**config.mk**
```make
export PLATFORM = sky130hd
export DESIGN_NAME = online_adder_rr_scheduler
export DESIGN_NICKNAME = d
export VERILOG_FILES = /design/src/rtl/online_adder_rr_scheduler.sv
export SDC_FILE = /design/constraint.sdc
export NUM_CORES = 1
export LEC_CHECK = 0
export ABC_AREA = 1
export CAP_MARGIN = 5
export CORE_ASPECT_RATIO = 1.75
export CORE_MARGIN = 3
export CORE_UTILIZATION = 35
export CTS_CLUSTER_SIZE = 20
export DETAILED_ROUTE_END_ITERATION = 8
export PLACE_DENSITY = 0.59
export SLEW_MARGIN = 20
export SYNTH_ARGS = -nofsm -noshare
export SYNTH_HDL_FRONTEND = slang
export SYNTH_SLANG_ARGS = --single-unit
```
**constraint.sdc**
```tcl
create_clock -name i_clk -period 6.2 [get_ports i_clk]
set_input_delay 1.55 -clock i_clk [delete_from_list [all_inputs] [get_ports i_clk]]
set_output_delay 1.55 -clock i_clk [all_outputs]
set_load 0.005 [all_outputs]
```
**src/rtl/online_adder_rr_scheduler.sv**
```systemverilog
// Round-robin arbiter that time-shares one digit-serial online adder among NUM_REQ requesters,
// with an in-order ownership tag FIFO that steers result digits back to the frame owner.
module online_adder_rr_scheduler #(
  parameter int unsigned NUM_REQ   = 4,
  parameter int unsigned MIN_GAP   = 2,
  parameter int unsigned TAG_DEPTH = 4
) (
  input  logic                 i_clk,
  input  logic                 i_rst,
  input  logic [NUM_REQ-1:0]   i_req,
  input  logic [2*NUM_REQ-1:0] i_wdata_x,
  input  logic [2*NUM_REQ-1:0] i_wdata_y,
  input  logic [NUM_REQ-1:0]   i_wvalid,
  input  logic [NUM_REQ-1:0]   i_wlast,
  output logic [NUM_REQ-1:0]   o_grant,
  output logic                 o_add_wen,
  output logic [1:0]           o_add_wdata_x,
  output logic [1:0]           o_add_wdata_y,
  output logic                 o_add_wvalid,
  output logic                 o_add_wlast,
  input  logic [1:0]           i_add_rdata,
  input  logic                 i_add_rvalid,
  input  logic                 i_add_rlast,
  output logic [1:0]           o_rdata,
  output logic [NUM_REQ-1:0]   o_rvalid,
  output logic [NUM_REQ-1:0]   o_rlast,
  output logic                 o_busy,
  output logic [1:0]           o_err
);

  localparam int unsigned IDX_W  = (NUM_REQ > 1) ? $clog2(NUM_REQ) : 1;
  localparam int unsigned TAG_AW = (TAG_DEPTH > 1) ? $clog2(TAG_DEPTH) : 1;
  localparam int unsigned CNT_W  = TAG_AW + 1;
  localparam int unsigned GAP_W  = (MIN_GAP > 1) ? $clog2(MIN_GAP) : 1;

  typedef enum logic [1:0] {
    ST_IDLE  = 2'd0,
    ST_GRANT = 2'd1,
    ST_GAP   = 2'd2
  } state_t;

  state_t             r_state;
  logic [NUM_REQ-1:0] r_grant;
  logic [IDX_W-1:0]   r_owner;
  logic [IDX_W-1:0]   r_rr_ptr;
  logic               r_started;
  logic [GAP_W-1:0]   r_gap_cnt;
  logic               r_add_wen;
  logic               r_add_wvalid;
  logic               r_add_wlast;
  logic [1:0]         r_add_wdata_x;
  logic [1:0]         r_add_wdata_y;
  logic               r_err_wgap;
  logic               r_err_empty;

  logic [IDX_W-1:0]   r_tag_mem [TAG_DEPTH];
  logic [TAG_AW-1:0]  r_wr_ptr;
  logic [TAG_AW-1:0]  r_rd_ptr;
  logic [CNT_W-1:0]   r_count;

  logic [1:0]         r_rdata;
  logic [NUM_REQ-1:0] r_rvalid;
  logic [NUM_REQ-1:0] r_rlast;

  logic               w_pick_vld;
  logic [IDX_W-1:0]   w_pick_idx;
  logic [IDX_W-1:0]   w_cand;
  logic [1:0]         w_sel_x;
  logic [1:0]         w_sel_y;
  logic               w_accept;
  logic               w_sel_wlast;
  logic               w_push;
  logic               w_pop;
  logic               w_full;
  logic               w_empty;
  logic               w_res_hit;
  logic [NUM_REQ-1:0] w_head_oh;

  // First requesting index at or after the rr pointer; scanning high-to-low lets the nearest win.
  always_comb begin
    w_pick_vld = 1'b0;
    w_pick_idx = '0;
    w_cand     = '0;
    for (int i = int'(NUM_REQ) - 1; i >= 0; i--) begin
      w_cand = IDX_W'((32'(r_rr_ptr) + 32'(i)) % NUM_REQ);
      if (i_req[w_cand]) begin
        w_pick_vld = 1'b1;
        w_pick_idx = w_cand;
      end
    end
  end

  always_comb begin
    w_sel_x = '0;
    w_sel_y = '0;
    for (int k = 0; k < int'(NUM_REQ); k++) begin
      if (r_owner == IDX_W'(k)) begin
        w_sel_x = i_wdata_x[2*k +: 2];
        w_sel_y = i_wdata_y[2*k +: 2];
      end
    end
  end

  assign w_accept    = |(r_grant & i_wvalid);
  assign w_sel_wlast = |(r_grant & i_wlast);
  assign w_push      = w_accept & ~r_started;
  assign w_full      = (r_count == CNT_W'(TAG_DEPTH));
  assign w_empty     = (r_count == '0);
  assign w_res_hit   = i_add_rvalid & ~w_empty;
  assign w_pop       = w_res_hit & i_add_rlast;
  assign w_head_oh   = NUM_REQ'(1) << r_tag_mem[r_rd_ptr];

  // Arbitration FSM and registered forwarding of the owner's digit stream.
  always_ff @(posedge i_clk or posedge i_rst) begin
    if (i_rst) begin
      r_state       <= ST_IDLE;
      r_grant       <= '0;
      r_owner       <= '0;
      r_rr_ptr      <= '0;
      r_started     <= 1'b0;
      r_gap_cnt     <= '0;
      r_add_wen     <= 1'b0;
      r_add_wvalid  <= 1'b0;
      r_add_wlast   <= 1'b0;
      r_add_wdata_x <= '0;
      r_add_wdata_y <= '0;
      r_err_wgap    <= 1'b0;
    end else begin
      r_add_wen     <= 1'b0;
      r_add_wvalid  <= 1'b0;
      r_add_wlast   <= 1'b0;
      r_add_wdata_x <= '0;
      r_add_wdata_y <= '0;
      case (r_state)
        ST_IDLE: begin
          if (w_pick_vld && !w_full) begin
            r_grant   <= NUM_REQ'(1) << w_pick_idx;
            r_owner   <= w_pick_idx;
            r_started <= 1'b0;
            r_state   <= ST_GRANT;
          end
        end
        ST_GRANT: begin
          if (w_accept) begin
            r_add_wen     <= 1'b1;
            r_add_wvalid  <= 1'b1;
            r_add_wlast   <= w_sel_wlast;
            r_add_wdata_x <= w_sel_x;
            r_add_wdata_y <= w_sel_y;
            r_started     <= 1'b1;
            if (w_sel_wlast) begin
              r_grant   <= '0;
              r_rr_ptr  <= (r_owner == IDX_W'(NUM_REQ - 1)) ? '0 : r_owner + IDX_W'(1);
              r_gap_cnt <= GAP_W'(MIN_GAP - 1);
              r_state   <= ST_GAP;
            end
          end else if (r_started) begin
            r_err_wgap <= 1'b1;
          end
        end
        ST_GAP: begin
          if (r_gap_cnt == '0) begin
            r_state <= ST_IDLE;
          end else begin
            r_gap_cnt <= r_gap_cnt - GAP_W'(1);
          end
        end
        default: r_state <= ST_IDLE;
      endcase
    end
  end

  // Ownership tag FIFO; count alone decides full/empty so push+pop in one cycle is neutral.
  always_ff @(posedge i_clk or posedge i_rst) begin
    if (i_rst) begin
      r_wr_ptr <= '0;
      r_rd_ptr <= '0;
      r_count  <= '0;
      for (int d = 0; d < int'(TAG_DEPTH); d++) begin
        r_tag_mem[d] <= '0;
      end
    end else begin
      if (w_push) begin
        r_tag_mem[r_wr_ptr] <= r_owner;
        r_wr_ptr            <= r_wr_ptr + TAG_AW'(1);
      end
      if (w_pop) begin
        r_rd_ptr <= r_rd_ptr + TAG_AW'(1);
      end
      case ({w_push, w_pop})
        2'b10:   r_count <= r_count + CNT_W'(1);
        2'b01:   r_count <= r_count - CNT_W'(1);
        default: r_count <= r_count;
      endcase
    end
  end

  // Result steering to the head-of-FIFO owner; digits arriving with no owner are dropped.
  always_ff @(posedge i_clk or posedge i_rst) begin
    if (i_rst) begin
      r_rdata     <= '0;
      r_rvalid    <= '0;
      r_rlast     <= '0;
      r_err_empty <= 1'b0;
    end else begin
      r_rdata  <= '0;
      r_rvalid <= '0;
      r_rlast  <= '0;
      if (w_res_hit) begin
        r_rdata  <= i_add_rdata;
        r_rvalid <= w_head_oh;
        r_rlast  <= i_add_rlast ? w_head_oh : '0;
      end else if (i_add_rvalid) begin
        r_err_empty <= 1'b1;
      end
    end
  end

  assign o_grant       = r_grant;
  assign o_add_wen     = r_add_wen;
  assign o_add_wdata_x = r_add_wdata_x;
  assign o_add_wdata_y = r_add_wdata_y;
  assign o_add_wvalid  = r_add_wvalid;
  assign o_add_wlast   = r_add_wlast;
  assign o_rdata       = r_rdata;
  assign o_rvalid      = r_rvalid;
  assign o_rlast       = r_rlast;
  assign o_busy        = (r_state != ST_IDLE) || !w_empty;
  assign o_err         = {r_err_empty, r_err_wgap};

endmodule
```
### Yosys cells after proc, flatten, opt, wreduce, memory -nomap -nowiden

Cells that the tools add are included.

* flip-flop bits (word level): 45
* input bits: 34
* output and inout port bits: 24
* logic and storage cells: 145

* add/subtract/negate cells: 9
* order comparisons: 7
* equal/unequal tests: 12
* shift-type cells: 2
* multiplexer cells: 60
* bitwise logic cells: 11
* reductions and logical operators: 22

Operators with widths (number)
* $mux W2: 25
* $mux W4: 6
* $mux W1: 17
* $lt A2 B3 Y1 const B: 4
* $reduce_and A3 Y1: 4
* $add A2 B1 Y2 const B: 4
* $and A4 B4 Y4: 2
* $bmux W1 S2: 4
* $bwmux W8: 1
* $eq A2 B2 Y1 const B: 4
* $ne A2 B2 Y1 const B: 4
* $pmux W4 S2: 1
* $reduce_and A4 Y1: 2
* $reduce_bool A2 Y1: 4
* $reduce_or A4 Y1: 2
* $shl A1 B2 Y4 const A: 2
* $eq A2 B1 Y1 const B: 3
* $ge A3 B3 Y1 const B: 2
* $not A2 Y3: 2
* $pmux W2 S3: 1
* $pmux W3 S2: 1
* $add A2 B2 Y2 const B: 2
* $bmux W2 S2: 1
* $demux W2 S2: 1
* other kinds (14): 24

### Depth between registers and ports, before layout

Gate-level depths: netlist of the first run.

* depth after elaboration: 10
* mapped depth: 13
* depth with buffers taken out: 12

### Least setup slack after synthesis of the first run

No wires, ideal clock.

* kind: input port to flip-flop
* start: input i_wvalid[1]
* end: register r_count[2]
* setup time: 0.124 ns
* arrival: 3.035 ns
* path slack: 3.041 ns
* cell stages on the path: 10
* path through: a22o_1 -> nor2_4 -> nor2_2 -> inv_1 -> ha_1 -> inv_1 -> fa_1 -> a21oi_1 -> o21ai_0 -> xnor2_1

* word-level cells in the longest chain between the ends: 5

RTL lines
* start, declared: RTL line 13 `input logic [NUM_REQ-1:0] i_wvalid,`
* $and A4 B4 Y4 (*): RTL line 104 `assign w_accept = |(r_grant & i_wvalid);`
* $reduce_or A4 Y1 (*): RTL line 104
* $and A1 B1 Y1 (*): RTL line 106 `assign w_push = w_accept & ~r_started;`
* $eq A2 B1 Y1 / $eq A2 B2 Y1 (equally long branches): RTL line 190 `case ({w_push, w_pop})`
* $pmux W3 S2 / $reduce_bool A2 Y1 (equally long branches)
* end signal, assigned: RTL line 191 `2'b10: r_count <= r_count + CNT_W'(1);`
* end signal, assigned: RTL line 192 `2'b01: r_count <= r_count - CNT_W'(1);`
* end signal, assigned: RTL line 193 `default: r_count <= r_count;`
* end, declared: RTL line 59 `logic [CNT_W-1:0] r_count;`

Every way passes the cells marked *; elsewhere a longest branch is shown, timed or not.
A chain may end at the register's enable or synchronous reset.

### Final worst setup path of the first run

Ends and elaborated chain as after synthesis.

==> results_dict.tcl, run 1 <==
set metrics [dict create \
    power.switching_mw 0.608 \
    die_area_um2 7630 \
    area_growth_pct 32.3 \
    cts_made_buffers 5 \
    grt.overflow.total 0 \
    vdd_drop_max_uv 240 \
    yosysUniqueCellTypes 29 \
    synthCells 269 \
    cts_resized 0 \
    cts_buffer_depth 2 \
    avgSynthCellArea_um2 8.56 \
    p_int_mw 0.831 \
    rrSetupSlack_ps 4010 \
    wl_per_cell_um 12.5 \
    cts.clk_slew.worst_paths_ps 80 \
    critPathMaxFanout 8 \
    cp-start-kind "input port" \
    cp-end-kind "flop" \
    clock-root-buffer "clkbuf_8" \
    track_usage_pct 15.0 \
    max_slew_margin_pct 62.3 \
    htreeDepth 2 \
    ioPinCount 58 \
    min_path_cells 1 \
    syn_area_um2 2300 \
    worstSetupPathType "in -> reg" \
    drtPass1Iterations 5 \
    gp_congestion 0.833 \
    p_sw_share_pct 42.2 \
    nNetsFinal 373 \
    syn_nets 313 \
    worstPathRequired_ps 6380 \
    p_leak_nw 1.45 \
    die_w_um 67.3 \
    slew_viol_final 0 \
    synth-seq-cells 45 \
    layout_min_cycle_time_ps 3430 \
    outcome "finished, final reports clean" \
    reg2regPathDepth 10 \
    die_y_um 113 \
    viasPerCell 4.71 \
    yosys_warnings 0 \
    rsz0062_at_grt "no" \
    power_frac_seq_pct 34.4 \
    final_common_cell "nand2_1" \
    hp-start "r_err_empty" \
    drt_iter0_markers 103 \
    detail-route-antenna-nets 0 \
    start_util_pct 36.7 \
    max_cap_violations 0 \
    preCtsSetupSlack_ps 2470 \
    pwr_density_cell_nw_per_um2 472 \
    hold_buffers 0 \
    cts_tree "yes" \
    clock_latency_ps 290 \
    r2r_end "r_count[2]" \
    finalSetupViolations 0 \
    pwr-share-comb_pct 50.9 \
    max_slew.worst_pin.slew_ps 565 \
    tns_ps 0 \
    grt_pass1_vias 1975 \
    io_buffer_count 57 \
    grt_start_max_net_pins 46 \
    dr_total_vias 1926 \
    ys_seq_area_share_pct 48.9 \
    hold_end "r_err_empty" \
    layout-drive-gt1-share_pct 10.0 \
    core-area_um2 6280 \
    hpwl_um 4170 \
    period_share_pct 55.4 \
    final_cell_mix "nand2_1 (75), clkdlybuf4s50_1 (57), dfrtp_1 (45)" \
    hp-class "reg -> reg" \
    drcViolationCount 0 \
    skew_ps 4.37 \
    rows 38 \
    max_freq_mhz 291 \
    cp.arrival_ps 3610 \
    antenna_found_initial 0 \
    r2r-start "o_grant[1]" \
    worst_slack_ps 2770 \
    clock-sinks 45 \
    wirelength_um 5090 \
    antenna_cells 0 \
    hold_viol 0 \
    grt_pass1_wl_um 8760 \
    clkPwrFrac_pct 14.7 \
    cts_setup_buffers 0 \
]
==> logic make-up (layout without fill, tap and decap cells) <==
logic type / after synthesis / after routing / share of synthesized area, %
buffers and inverters: 34 / 94 / 6.57
flip-flops: 45 / 45 / 48.9
AND/OR/NAND/NOR: 132 / 132 / 25.9
AO/OA/AOI/OAI: 43 / 43 / 11.0
adder cells (fa/ha/maj): 10 / 10 / 5.76
XOR/XNOR: 5 / 5 / 1.90
==> layer usage <==
layer	vias to the layer above	routed length [µm]	global-route usage [%]
met2	40	3010	29.0
met5	-	0	0
li1	980	-	-
met4	0	161	6.23
met3	11	156	3.18
met1	895	1770	14.6
==> sequential cells by signal (all words and copies together), names as in the netlist, 3 cells and up <==
register / cells
o_rlast: 4
o_grant: 4
r_tag_mem: 8
o_rvalid: 4
r_count: 3
==> area by class of cell <==
type	instances	area, µm²
flip-flops and latches	45	1130
fillers	626	3230
clock buffers	5	68.8
repair buffers	58	578
multi-input cells	190	1030
inverters	29	114
clock inverters	2	35.0
well taps	80	100
==> synth_stat cells <==
cell type	count	area, µm²
o21ai_1	3	15.0
nand3_4	1	17.5
a31o_2	1	8.76
dfrtp_1	45	1130
nor2_4	2	22.5
nand2_4	1	11.3
nor3_1	9	45.0
clkbuf_1	1	3.75
a21o_1	1	7.51
inv_1	25	93.8
a21oi_1	10	50.1
xnor2_1	2	17.5
ha_1	9	113
nand2_2	11	68.8
nand2_1	75	282
buf_6	1	11.3
nor2_1	17	63.8
o21ai_0	18	90.1
o21bai_1	1	7.51
nand3_1	11	55.1
a32oi_1	1	8.76
inv_2	3	11.3
a22o_1	4	35.0
inv_6	1	8.76
nor2_2	5	31.3
o31ai_1	4	30.0
buf_4	3	22.5
xor2_1	3	26.3
fa_1	1	20.0
==> worst max-delay path by stage <==
stage | slack, ps | startpoint | endpoint
2_1_floorplan | 3040 | i_wvalid[1] | r_count[2]
3_3_place_gp | 2500 | i_wvalid[1] | r_count[2]
3_5_place_dp | 2470 | i_wvalid[1] | r_count[2]
4_1_cts | 2770 | i_wvalid[1] | r_count[2]
5_1_grt | 2570 | i_wvalid[1] | r_count[2]
6_report | 2770 | i_wvalid[1] | r_count[2]
==> critical path, stage by stage <==
cell	delay (ps)
clkdlybuf4s50_1	400
a22o_1	260
nor2_4	220
nor2_2	120
inv_1	70
ha_1	130
inv_1	60
fa_1	380
a21oi_1	150
o21ai_0	110
xnor2_1	130
==> stage by stage <==
| step | hold slack (ps) | power (mW) | utilization [%] | cells | cell area, µm² |
|---|---|---|---|---|---|
| after floorplan | 429 | 1.01 | - | 269 | 2300 |
| after global placement | 440 | 1.23 | 46.9 | 402 | 2940 |
| final | 468 | 1.44 | 48.6 | 409 | 3050 |
| after global routing | 488 | 1.59 | 48.6 | 409 | 3050 |
| after CTS | 472 | 1.46 | 48.6 | 409 | 3050 |
| after detailed placement | 454 | 1.25 | 46.9 | 402 | 2940 |
==> power by group through the flow <==
stage	Clock, mW	Combinational, mW	Sequential, mW
after global placement	0	0.733	0.501
after CTS	0.216	0.747	0.496
after floorplan	0	0.527	0.479
after detailed placement	0	0.745	0.501
final	0.212	0.732	0.495
after global routing	0.229	0.850	0.511
No activity file was read; power rests on OpenSTA's default activity.
==> run 2, diff against run 1 <==
==> constraint.sdc (replaced) <==
create_clock -name i_clk -period 3.25 [get_ports i_clk]
set_input_delay 0.8125 -clock i_clk [delete_from_list [all_inputs] [get_ports i_clk]]
set_output_delay 0.8125 -clock i_clk [all_outputs]
set_load 0.005 [all_outputs]
==> results_dict.tcl, run 2 (synthesis gave the netlist of run 1 again) <==
set metrics [dict create \
    max_freq_mhz 389 \
    largest_register "r_tag_mem" \
    cts_resized 0 \
    antenna_cells 0 \
    area_growth_pct 32.6 \
    largest_reg_flops 8 \
    htreeDepth 2 \
    cts_buffer_depth 2 \
    max_slew.worst_pin.slew_ps 552 \
    hp-start "r_err_empty" \
    outcome "finished, final reports clean" \
    die_y_um 113 \
    nFillCells 624 \
    fin_util_pct 48.7 \
    clock-root-buffer "clkbuf_8" \
    wirelength_um 5110 \
    hpwl_um 4160 \
    slowest_stage "clkdlybuf4s50_1" \
    io_buffer_count 57 \
    cts_made_buffers 5 \
    antenna_found_initial 0 \
    gp_congestion 0.738 \
    hp-class "reg -> reg" \
    hold_buffers 0 \
    start_util_pct 36.7 \
    cp-end-kind "flop" \
    rsz0062_at_grt "no" \
    die_area_um2 7630 \
    ioPinCount 58 \
    max_slew_margin_pct 63.2 \
    r2r-start "r_count[2]" \
    clock-sinks 45 \
    tns_ps 0 \
    period_share_pct 79.1 \
    nNetsFinal 374 \
    cts_tree "yes" \
    skew_ps 6.51 \
    viasPerCell 4.63 \
    whs_ps 462 \
    track_usage_pct 14.6 \
    crit_path_start "i_wvalid[1]" \
    worstPathRequired_ps 3420 \
    crit_chain "clkdlybuf4s50_1, a22o_1, nor2_4, nor2_2, inv_1, ha_1, inv_1, fa_1, a21oi_1, o21ai_0, xnor2_1" \
    slew_viol_final 0 \
    critPathMaxFanout 8 \
    cts.clk_slew.worst_paths_ps 70 \
    drt_iter0_markers 68 \
    cp.arrival_ps 2740 \
    grt_pass1_vias 1966 \
    drcViolationCount 0 \
    slowest_delay_ps 400 \
    layout_min_cycle_time_ps 2570 \
    final_cell_mix "nand2_1 (75), clkdlybuf4s50_1 (57), dfrtp_1 (45)" \
    grt_start_max_net_pins 46 \
    wl_per_cell_um 12.5 \
    die_w_um 67.3 \
    clock_latency_ps 290 \
    detail-route-antenna-nets 0 \
    drtPass1Iterations 4 \
    grt.overflow.total 0 \
    layout-drive-gt1-share_pct 10.3 \
    vdd_drop_max_uv 488 \
    final_common_cell "nand2_1" \
    p_leak_nw 1.45 \
    dr_total_vias 1900 \
    core-area_um2 6280 \
    rows 38 \
    cp-start-kind "input port" \
    grt_pass1_wl_um 8540 \
    finalSetupViolations 0 \
    max_cap_violations 0 \
    worstSetupPathType "in -> reg" \
    pwr_density_cell_nw_per_um2 902 \
    hold_viol 0 \
    cts_setup_buffers 0 \
    path_common_cell "inv_1" \
]
[run 2: changes by cell type in the layout (fill, tap and decap cells not counted), sizes merged]
cell	before	now
buf	1	2
[run 2: per-layer routing]
layer	vias up	routed length (µm)	GRT usage (%)
li1	979	-	-
met1	882	1840	14.9
met2	33	3070	28.4
met3	6	126	1.89
met4	0	72	5.69
met5	-	0	0
[run 2: path summary, 6_finish.rpt]
path / to / slack (ps) / cells after the start
max in group asynchronous: r_rr_ptr[0] / 1910 / 3
min in group asynchronous: o_rvalid[1] / 970 / 3
max reg2reg: r_count[1] / 1180 / 8
min reg2reg: r_err_empty / 460 / 1
min: r_err_empty / 460 / 1
max: r_count[2] / 680 / 11
[run 2: metrics by stage]
stage          instance area, µm²  setup WS [ps]  instances  power (mW)
2_1_floorplan                2300            828        269        1.92
3_3_place_gp                 2950            406        403        2.36
3_5_place_dp                 2950            370        403        2.39
4_1_cts                      3060            678        410        2.80
5_1_grt                      3060            463        410        3.04
6_report                     3060            680        410        2.76
[run 2: critical path: cells and delay by family]
family	cells	cell delay (ps)
compound gates	3	520
xor+xnor	1	140
fa+ha+maj	2	510
buf+inv	3	540
simple gates	2	220
[run 2: area by class of cell]
cell class,instances,area [µm²],area share (%)
clock buffer,5,68.8,2.25
clock inverter,2,35.0,1.15
inverter,29,114,3.73
multi-input combinational,190,1030,33.6
sequential,45,1130,36.9
tap,80,100,3.28
timing repair buffer,59,586,19.2
[run 2: power breakdown]
group,switching [mW],total (mW),internal [mW]
Clock,0.177,0.400,0.223
Sequential,0.169,0.948,0.779
Combinational,0.817,1.41,0.590
